## config.mk

```make
export PLATFORM = sky130hd
export DESIGN_NAME = sram_port_arbiter_flat
export DESIGN_NICKNAME = d
export VERILOG_FILES = /design/src/rtl/sram_port_arbiter_if.sv /design/src/rtl/sram_port_arbiter.sv /design/src/flat_wrapper.sv
export SDC_FILE = /design/constraint.sdc
export NUM_CORES = 1
export LEC_CHECK = 0
export ABC_CLOCK_PERIOD_IN_PS = 4250
export CAP_MARGIN = 15
export CORE_ASPECT_RATIO = 1.4
export CORE_MARGIN = 4
export CORE_UTILIZATION = 40
export DETAILED_ROUTE_END_ITERATION = 12
export GPL_ROUTABILITY_DRIVEN = 0
export PLACE_DENSITY = 0.79
export SETUP_SLACK_MARGIN = 0.2
export SLEW_MARGIN = 20
export SYNTH_ARGS = -nofsm -noshare
export SYNTH_HDL_FRONTEND = slang
export SYNTH_SLANG_ARGS = --single-unit
```

## constraint.sdc

```tcl
create_clock -name clk -period 4.25 [get_ports clk]
set_input_delay 0.6375 -clock clk [delete_from_list [all_inputs] [get_ports clk]]
set_output_delay 0.6375 -clock clk [all_outputs]
set_load 0.1 [all_outputs]
```

## src/rtl/sram_port_arbiter_if.sv

```systemverilog
// Purpose: bundles the mode, both requester ports and the SRAM side of the arbiter.
// Latency: none; this file only carries wires.
// Backpressure: requesters hold req until the combinational gnt is seen.
interface sram_port_arbiter_if #(
  parameter int ADDR_WIDTH = 9,
  parameter int DATA_WIDTH = 32
);
  logic                  test_mode;
  logic                  test_active;

  logic                  f_req;
  logic                  f_we;
  logic [ADDR_WIDTH-1:0] f_addr;
  logic [DATA_WIDTH-1:0] f_wdata;
  logic                  f_gnt;
  logic                  f_rvalid;
  logic [DATA_WIDTH-1:0] f_rdata;

  logic                  b_req;
  logic                  b_we;
  logic [ADDR_WIDTH-1:0] b_addr;
  logic [DATA_WIDTH-1:0] b_wdata;
  logic                  b_gnt;
  logic                  b_rvalid;
  logic [DATA_WIDTH-1:0] b_rdata;

  logic                  csb0;
  logic                  web0;
  logic [ADDR_WIDTH-1:0] addr0;
  logic [DATA_WIDTH-1:0] din0;
  logic [DATA_WIDTH-1:0] dout0;

  // Arbiter side.
  modport slave (
    input  test_mode,
    input  f_req, f_we, f_addr, f_wdata,
    input  b_req, b_we, b_addr, b_wdata,
    input  dout0,
    output test_active,
    output f_gnt, f_rvalid, f_rdata,
    output b_gnt, b_rvalid, b_rdata,
    output csb0, web0, addr0, din0
  );

  // Requester / SRAM side.
  modport master (
    output test_mode,
    output f_req, f_we, f_addr, f_wdata,
    output b_req, b_we, b_addr, b_wdata,
    output dout0,
    input  test_active,
    input  f_gnt, f_rvalid, f_rdata,
    input  b_gnt, b_rvalid, b_rdata,
    input  csb0, web0, addr0, din0
  );
endinterface

```

## src/rtl/sram_port_arbiter.sv

```systemverilog
// Purpose: shares one single-port SRAM between a functional and a BIST requester, with mode drain.
// Latency: command registered 1 cycle after transfer; read data + rvalid 3 cycles after transfer.
// Backpressure: combinational grant; no grant in drain states or the cycle a mode switch is seen.
module sram_port_arbiter #(
  parameter int ADDR_WIDTH = 9,
  parameter int DATA_WIDTH = 32
) (
  input  logic clk,
  input  logic rst,
  sram_port_arbiter_if.slave bus
);

  typedef enum logic [1:0] {
    MISSION = 2'd0,
    DRAIN_T = 2'd1,
    TEST    = 2'd2,
    DRAIN_M = 2'd3
  } state_t;

  state_t state;
  state_t state_nxt;

  logic last_b;     // 1 = BIST owned the most recent transfer
  logic s1_vld;     // read on the SRAM command bus this cycle
  logic s1_b;
  logic s2_vld;     // read whose data is on dout0 this cycle
  logic s2_b;
  logic rd_busy;
  logic f_gnt_c;
  logic b_gnt_c;
  logic f_xfer;
  logic b_xfer;

  logic                  sel_we;
  logic [ADDR_WIDTH-1:0] sel_addr;
  logic [DATA_WIDTH-1:0] sel_wdata;

  assign rd_busy = s1_vld | s2_vld;

  // Next state and grants; a mode change seen in MISSION/TEST blocks grants that cycle.
  always_comb begin
    state_nxt = state;
    f_gnt_c   = 1'b0;
    b_gnt_c   = 1'b0;
    case (state)
      MISSION: begin
        if (bus.test_mode) begin
          state_nxt = DRAIN_T;
        end else begin
          f_gnt_c = bus.f_req & (~bus.b_req | last_b);
          b_gnt_c = bus.b_req & ~(bus.f_req & (~bus.b_req | last_b));
        end
      end
      DRAIN_T: if (!rd_busy) state_nxt = TEST;
      TEST: begin
        if (!bus.test_mode) state_nxt = DRAIN_M;
        else                b_gnt_c   = bus.b_req;
      end
      DRAIN_M: if (!rd_busy) state_nxt = MISSION;
      default: state_nxt = MISSION;
    endcase
    if (rst) begin
      f_gnt_c = 1'b0;
      b_gnt_c = 1'b0;
    end
  end

  assign bus.f_gnt = f_gnt_c;
  assign bus.b_gnt = b_gnt_c;
  assign f_xfer    = bus.f_req & f_gnt_c;
  assign b_xfer    = bus.b_req & b_gnt_c;

  // Select the attributes of whichever requester transfers this cycle.
  always_comb begin
    sel_we    = bus.b_we;
    sel_addr  = bus.b_addr;
    sel_wdata = bus.b_wdata;
    if (f_xfer) begin
      sel_we    = bus.f_we;
      sel_addr  = bus.f_addr;
      sel_wdata = bus.f_wdata;
    end
  end

  // State, last owner and the registered mode flag.
  always_ff @(posedge clk) begin
    if (rst) begin
      state           <= MISSION;
      last_b          <= 1'b1;
      bus.test_active <= 1'b0;
    end else begin
      state           <= state_nxt;
      bus.test_active <= (state_nxt == TEST);
      if (f_xfer)      last_b <= 1'b0;
      else if (b_xfer) last_b <= 1'b1;
    end
  end

  // Registered SRAM command; addr0/din0 keep their value on idle cycles.
  always_ff @(posedge clk) begin
    if (rst) begin
      bus.csb0  <= 1'b1;
      bus.web0  <= 1'b1;
      bus.addr0 <= '0;
      bus.din0  <= '0;
    end else if (f_xfer | b_xfer) begin
      bus.csb0  <= 1'b0;
      bus.web0  <= ~sel_we;
      bus.addr0 <= sel_addr;
      bus.din0  <= sel_wdata;
    end else begin
      bus.csb0  <= 1'b1;
      bus.web0  <= 1'b1;
    end
  end

  // Two-stage read tag pipeline; the owner travels with each read so returns never misroute.
  always_ff @(posedge clk) begin
    if (rst) begin
      s1_vld <= 1'b0;
      s1_b   <= 1'b0;
      s2_vld <= 1'b0;
      s2_b   <= 1'b0;
    end else begin
      s1_vld <= (f_xfer | b_xfer) & ~sel_we;
      s1_b   <= b_xfer;
      s2_vld <= s1_vld;
      s2_b   <= s1_b;
    end
  end

  // Capture dout0 while the read sits in stage 2 and pulse the owner's rvalid.
  always_ff @(posedge clk) begin
    if (rst) begin
      bus.f_rvalid <= 1'b0;
      bus.b_rvalid <= 1'b0;
      bus.f_rdata  <= '0;
      bus.b_rdata  <= '0;
    end else begin
      bus.f_rvalid <= s2_vld & ~s2_b;
      bus.b_rvalid <= s2_vld & s2_b;
      if (s2_vld & ~s2_b) bus.f_rdata <= bus.dout0;
      if (s2_vld & s2_b)  bus.b_rdata <= bus.dout0;
    end
  end

endmodule

```

## src/flat_wrapper.sv

```systemverilog
// flat-port wrapper written by rule: the top's interface ports become plain ports
module sram_port_arbiter_flat 
#(
  parameter int ADDR_WIDTH = 9,
  parameter int DATA_WIDTH = 32
)
  (clk, rst, bus_test_mode, bus_f_req, bus_f_we, bus_f_addr, bus_f_wdata, bus_b_req, bus_b_we, bus_b_addr, bus_b_wdata, bus_dout0, bus_test_active, bus_f_gnt, bus_f_rvalid, bus_f_rdata, bus_b_gnt, bus_b_rvalid, bus_b_rdata, bus_csb0, bus_web0, bus_addr0, bus_din0);
  sram_port_arbiter_if #(.ADDR_WIDTH(ADDR_WIDTH), .DATA_WIDTH(DATA_WIDTH)) bus_i ();
  input  logic clk;
  input  logic rst;
  input wire logic [$bits(bus_i.test_mode)-1:0] bus_test_mode;
  input wire logic [$bits(bus_i.f_req)-1:0] bus_f_req;
  input wire logic [$bits(bus_i.f_we)-1:0] bus_f_we;
  input wire logic [$bits(bus_i.f_addr)-1:0] bus_f_addr;
  input wire logic [$bits(bus_i.f_wdata)-1:0] bus_f_wdata;
  input wire logic [$bits(bus_i.b_req)-1:0] bus_b_req;
  input wire logic [$bits(bus_i.b_we)-1:0] bus_b_we;
  input wire logic [$bits(bus_i.b_addr)-1:0] bus_b_addr;
  input wire logic [$bits(bus_i.b_wdata)-1:0] bus_b_wdata;
  input wire logic [$bits(bus_i.dout0)-1:0] bus_dout0;
  output wire logic [$bits(bus_i.test_active)-1:0] bus_test_active;
  output wire logic [$bits(bus_i.f_gnt)-1:0] bus_f_gnt;
  output wire logic [$bits(bus_i.f_rvalid)-1:0] bus_f_rvalid;
  output wire logic [$bits(bus_i.f_rdata)-1:0] bus_f_rdata;
  output wire logic [$bits(bus_i.b_gnt)-1:0] bus_b_gnt;
  output wire logic [$bits(bus_i.b_rvalid)-1:0] bus_b_rvalid;
  output wire logic [$bits(bus_i.b_rdata)-1:0] bus_b_rdata;
  output wire logic [$bits(bus_i.csb0)-1:0] bus_csb0;
  output wire logic [$bits(bus_i.web0)-1:0] bus_web0;
  output wire logic [$bits(bus_i.addr0)-1:0] bus_addr0;
  output wire logic [$bits(bus_i.din0)-1:0] bus_din0;
  assign bus_i.test_mode = bus_test_mode;
  assign bus_i.f_req = bus_f_req;
  assign bus_i.f_we = bus_f_we;
  assign bus_i.f_addr = bus_f_addr;
  assign bus_i.f_wdata = bus_f_wdata;
  assign bus_i.b_req = bus_b_req;
  assign bus_i.b_we = bus_b_we;
  assign bus_i.b_addr = bus_b_addr;
  assign bus_i.b_wdata = bus_b_wdata;
  assign bus_i.dout0 = bus_dout0;
  assign bus_test_active = bus_i.test_active;
  assign bus_f_gnt = bus_i.f_gnt;
  assign bus_f_rvalid = bus_i.f_rvalid;
  assign bus_f_rdata = bus_i.f_rdata;
  assign bus_b_gnt = bus_i.b_gnt;
  assign bus_b_rvalid = bus_i.b_rvalid;
  assign bus_b_rdata = bus_i.b_rdata;
  assign bus_csb0 = bus_i.csb0;
  assign bus_web0 = bus_i.web0;
  assign bus_addr0 = bus_i.addr0;
  assign bus_din0 = bus_i.din0;
  sram_port_arbiter #(.ADDR_WIDTH(ADDR_WIDTH), .DATA_WIDTH(DATA_WIDTH)) u_core (.clk(clk), .rst(rst), .bus(bus_i));
endmodule
```

## Yosys cells after proc, flatten, opt, wreduce, memory -nomap -nowiden

Index checks and enable logic that the tools add are counted.

- Eq/ne operators: 4
- Bitwise logic cells: 15
- Muxes and demuxes: 18
- Reductions and logical operators: 3

Operator list:

| operator | number |
|---|---|
| 2-to-1 mux 32 bit | 1 |
| 2-to-1 mux 1 bit | 10 |
| 2-to-1 mux 9 bit | 1 |
| 2-to-1 mux 2 bit | 4 |
| case mux 2 bit (4 select lines) | 1 |
| bitwise AND 1 bit | 7 |
| equality test 2 bit (second input constant) | 3 |
| inverter 1 bit | 5 |
| OR 1 bit | 3 |
| equality test 2 x 1 -> 1 bit (second input constant) | 1 |
| zero test 2 bit | 1 |
| case mux 1 bit (2 select lines) | 1 |
| nonzero test 2 bit | 1 |
| OR reduction 2 bit | 1 |

- Bits in registers: 117
- Logic and storage cells: 55
- Bits of input ports: 121
- Output and inout bits: 112

## Depth between registers and ports, before layout

- Depth in word-level cells: 12
- Mapped depth: 7
- Mapped depth without buffers: 4

## Worst setup path before layout

No wires, ideal clock.

- Path kind: input port to output port
- Start point: in bus_f_req
- End point: out bus_b_gnt
- Slack: 648 ps
- Arrival time: 2964 ps
- Data required time: 3612 ps
- Buffers on the path: 0
- Stages on the path: 2
- Cells stage by stage: a211o_1 a2111oi_2

- Word-level cells in the longest chain between the ends: 6

RTL lines:

| element | RTL line | source |
|---|---|---|
| start, declared | flat_wrapper.sv:12 | `input wire logic [$bits(bus_i.f_req)-1:0] bus_f_req;` |
| bitwise AND 1 bit | sram_port_arbiter.sv:51 | `b_gnt_c = bus.b_req & ~(bus.f_req & (~bus.b_req \| last_b));` |
| inverter 1 bit | sram_port_arbiter.sv:51 |  |
| bitwise AND 1 bit | sram_port_arbiter.sv:51 |  |
| 2-to-1 mux 1 bit | sram_port_arbiter.sv:47 | `if (bus.test_mode) begin` |
| case mux 1 bit (2 select lines) | sram_port_arbiter.sv:45 | `case (state)` |
| 2-to-1 mux 1 bit | sram_port_arbiter.sv:62 | `if (rst) begin` |
| end, declared | flat_wrapper.sv:25 | `output wire logic [$bits(bus_i.b_gnt)-1:0] bus_b_gnt;` |

No other way between the ends.

## Worst setup path in the final report

Same ends and word-level chain as after synthesis.

==> tab_implementation.tex <==
\begin{tabular}{lr}
\hline
Metric & Value \\
\hline
\multicolumn{2}{l}{\textbf{Drt}} \\
\quad Iteration count of the initial detailed-routing pass & 4 \\
\quad Met2 wire length & 7.23 mm \\
\quad DR WL met3 & 1.26 mm \\
\quad Wire per inst & 15.4 µm \\
\quad Routed Wire Length & 13.5 mm \\
\quad Total number of vias & 4333 \\
\quad Detailed Route Iter0 Violations & 120 \\
\quad Uppermost routed layer & met4 \\
\quad DRT antenna net count & 0 \\
\quad Vias per cell & 4.92 \\
\quad DRC viols & 0 \\
\quad Routed metal-1 wire length & 4.88 mm \\
\multicolumn{2}{l}{\textbf{Final layout}} \\
\quad Most used cells in the layout excluding fill and tap cells & sky130\_fd\_sc\_hd\_\_clkdlybuf4s50\_1, sky130\_fd\_sc\_hd\_\_nand2\_1, sky130\_fd\_sc\_hd\_\_dfxtp\_1, sky130\_fd\_sc\_hd\_\_mux2i\_1, sky130\_fd\_sc\_hd\_\_a21oi\_1 \\
\quad Area growth from synthesis to layout & 62.9\% \\
\quad Area occupied by registers & 2340 µm² \\
\quad Total non-filler cell area in the finished layout & 7590 µm² \\
\quad Most common library cell in the layout ignoring fill and taps & sky130\_fd\_sc\_hd\_\_clkdlybuf4s50\_1 \\
\quad Fillcell total & 899 \\
\quad Share of cells above drive strength 1 & 0.0639 \\
\quad Diodes inserted & 0 \\
\quad Total number of nets in the final design & 844 \\
\quad Multi-input gate area & 2100 µm² \\
\multicolumn{2}{l}{\textbf{Floorplan}} \\
\quad Starting density of the core & 0.409 \\
\quad Number of placement rows & 46 \\
\quad Width of the die & 99.2 µm \\
\quad Area of the core region & 11400 µm² \\
\quad Die ar. & 13500 µm² \\
\quad I/O pin total & 233 \\
\quad Die Span Y & 136 µm \\
\multicolumn{2}{l}{\textbf{Worst setup path}} \\
\quad Slowest stage cell on the critical path & sky130\_fd\_sc\_hd\_\_clkdlybuf4s50\_1 \\
\quad Startpoint Class & input port \\
\quad Bufs and invs on worst path & 2 \\
\quad Sequence of cells on the critical path & clkdlybuf4s50\_1, a211o\_1, a2111oi\_2, buf\_4 \\
\quad Category of cells accounting for the largest share of critical-path delay & buffers and inverters \\
\quad WP data required & 3.61 ns \\
\quad Max FO, Critical Path & 3 \\
\quad Kind of end point of the critical path & output port \\
\quad Slowest Stage Delay on Critical Path & 0.49 ns \\
\quad Arrival time of data at the critical path endpoint & 2.34 ns \\
\quad Category of the critical setup timing path & in -> out \\
\multicolumn{2}{l}{\textbf{Global route}} \\
\quad Global-route wire length before repair & 21.0 mm \\
\quad Number of antenna violations at the first check in global routing & 0 \\
\quad Via count of the first global-routing pass & 4385 \\
\quad Global-route congestion overflow total & 0 \\
\quad Global router's overall resource usage & 0.197 \\
\quad Largest net degree at the start of global routing & 118 \\
\multicolumn{2}{l}{\textbf{STA}} \\
\quad Post-route minimum period & 2.97 ns \\
\quad Final Max Tran Viols & 0 \\
\quad Post-route clock skew & 0.00638 ns \\
\quad Hold Vio Cnt, Final & 0 \\
\quad Setup repair after global routing missed its margin & no \\
\quad Share of the cycle needed by the critical path after routing & 0.700 \\
\quad Fin Setup TNS & 0 ns \\
\quad Tightest slew margin relative to the limit & 0.307 \\
\quad FMAX & 336 MHz \\
\quad Final setup violation count & 0 \\
\quad Worst Tran Pin Value & 1.04 ns \\
\multicolumn{2}{l}{\textbf{Power and ir drop}} \\
\quad Worst-case vdd ir drop & 0.000261 V \\
\quad Reported leakage power & 3.17 nW \\
\quad Power per cell area & 459 nW/µm² \\
\quad Overall power & 3.49 mW \\
\multicolumn{2}{l}{\textbf{Place}} \\
\quad Placed Area & 6980 µm² \\
\quad Post-DP HPWL & 9.89 mm \\
\quad Port buffer count & 232 \\
\multicolumn{2}{l}{\textbf{Yosys}} \\
\quad Post-synthesis instance total & 505 \\
\quad Number of storage elements in the synthesis netlist & 117 \\
\quad Total standard cell area after synthesis & 4660 µm² \\
\quad Distinct cell type count of the synthesized netlist & 25 \\
\quad Library cell with the largest summed area after synthesis & sky130\_fd\_sc\_hd\_\_dfxtp\_1 \\
\quad Sequential share of the synthesized area & 0.503 \\
\quad Synthesized netlist net count & 626 \\
\quad Count of warnings emitted by yosys & 0 \\
\quad Syn\_area\_per\_cell & 9.23 µm² \\
\quad Area fraction of the dominant cell type after synthesis & 0.503 \\
\quad Biggest area contributors in the synthesized netlist & sky130\_fd\_sc\_hd\_\_dfxtp\_1, sky130\_fd\_sc\_hd\_\_mux2i\_1, sky130\_fd\_sc\_hd\_\_nand2\_1 \\
\multicolumn{2}{l}{\textbf{Clock network}} \\
\quad Count of H-tree levels built during CTS & 4 \\
\quad Quantity of gates resized following cts & 0 \\
\quad Clock sink count & 117 \\
\quad Maximum clock path buffer count & 2 \\
\quad Number of buffers inserted to repair setup after CTS & 0 \\
\quad Worst-skew pair later-pin latency & 0.40 ns \\
\quad CTS tree & done \\
\quad Number of hold buffers added after CTS & 0 \\
\quad Total clock buffers created by CTS & 17 \\
\quad Root cell of the clock tree & sky130\_fd\_sc\_hd\_\_clkbuf\_16 \\
\quad Clock slew at the register clock pins of the worst setup and hold paths & 0.05 ns \\
\multicolumn{2}{l}{\textbf{Flow run}} \\
\quad Number of max-cap violations & 0 \\
\multicolumn{2}{l}{\textbf{Min path}} \\
\quad Hold Crit Class & reg -> reg \\
\multicolumn{2}{l}{\textbf{Status}} \\
\quad Status & completed \\
\hline
\end{tabular}
-- synth_stat cells --
cell	n
sky130_fd_sc_hd__nand2_1	130
sky130_fd_sc_hd__dfxtp_1	117
sky130_fd_sc_hd__mux2i_1	83
sky130_fd_sc_hd__a21oi_1	66
sky130_fd_sc_hd__nand2b_1	43
sky130_fd_sc_hd__clkbuf_1	27
sky130_fd_sc_hd__nor2_1	6
sky130_fd_sc_hd__buf_12	4
sky130_fd_sc_hd__buf_4	4
sky130_fd_sc_hd__inv_1	4
sky130_fd_sc_hd__nor2b_1	4
sky130_fd_sc_hd__a211o_1	2
sky130_fd_sc_hd__buf_2	2
sky130_fd_sc_hd__o21ai_1	2
sky130_fd_sc_hd__a2111oi_0	1
sky130_fd_sc_hd__a2111oi_2	1
sky130_fd_sc_hd__and2_1	1
sky130_fd_sc_hd__buf_6	1
sky130_fd_sc_hd__nand3_1	1
sky130_fd_sc_hd__nor2_2	1
sky130_fd_sc_hd__nor3_1	1
sky130_fd_sc_hd__nor3b_1	1
sky130_fd_sc_hd__o2111ai_1	1
sky130_fd_sc_hd__or2_1	1
sky130_fd_sc_hd__xnor2_1	1
-- kinds of logic after synthesis --
logic type                after synthesis  share of synthesized area
muxes                                  83                      0.178
buffers and inverters                  42                     0.0532
and+or+nand+nor                       189                      0.180
DFF                                   117                      0.503
xor gates and xnor gates                1                    0.00188
AOI/OAI and AO/OA                      73                     0.0838
-- final timing paths --
check                                            start                endpoint  slack, ns  cells past startpoint
worst max-delay path                         bus_f_req               bus_b_gnt       1.28                      4
worst min-delay path            u_core.bus.f_rdata[23]  u_core.bus.f_rdata[23]       0.45                      2
worst max register to register           u_core.last_b         u_core.bus.web0       2.20                      4
worst min register to register  u_core.bus.f_rdata[23]  u_core.bus.f_rdata[23]       0.45                      2
-- layout make-up --
type / instances / share of cell area
multi-input cells: 346 / 0.276
flip-flops and latches: 117 / 0.309
inverters: 4 / 0.00198
clock buffers: 17 / 0.0560
well taps: 144 / 0.0237
clock inverters: 15 / 0.0239
repair buffers: 237 / 0.310
-- state kept, by name, indices dropped and copies added, names as in the netlist, 2 cells and up --
register / cells
u_core.bus.din0: 32
u_core.state: 2
u_core.bus.f_rdata: 32
u_core.bus.b_rdata: 32
u_core.bus.addr0: 9
-- power breakdown --
part           internal (mW)  switching [mW]
logic                  0.272           0.577
clock network          0.924           0.511
registers               1.16          0.0399
-- routing by layer --
metal,track usage,up-vias
li1,-,2099
met1,0.203,2031
met2,0.363,192
met3,0.0721,11
met4,0.0706,0
met5,0,-
-- through the flow --
step	hold WS, ns	cells	setup slack, ns	util
5_1_grt	0.472	880	1.11	0.666
6_report	0.452	880	1.28	0.666
3_3_place_gp	0.430	848	1.30	0.613
2_1_floorplan	0.414	505	0.648	-
4_1_cts	0.453	880	1.26	0.666
3_5_place_dp	0.446	848	1.27	0.613
-- tightest hold or removal path: stages, from the launching register on --
cell and delay [ns]:
sky130_fd_sc_hd__dfxtp_1 0.30, sky130_fd_sc_hd__nand2_1 0.05, sky130_fd_sc_hd__a21oi_1 0.05
(Power assumes the default switching activity.)
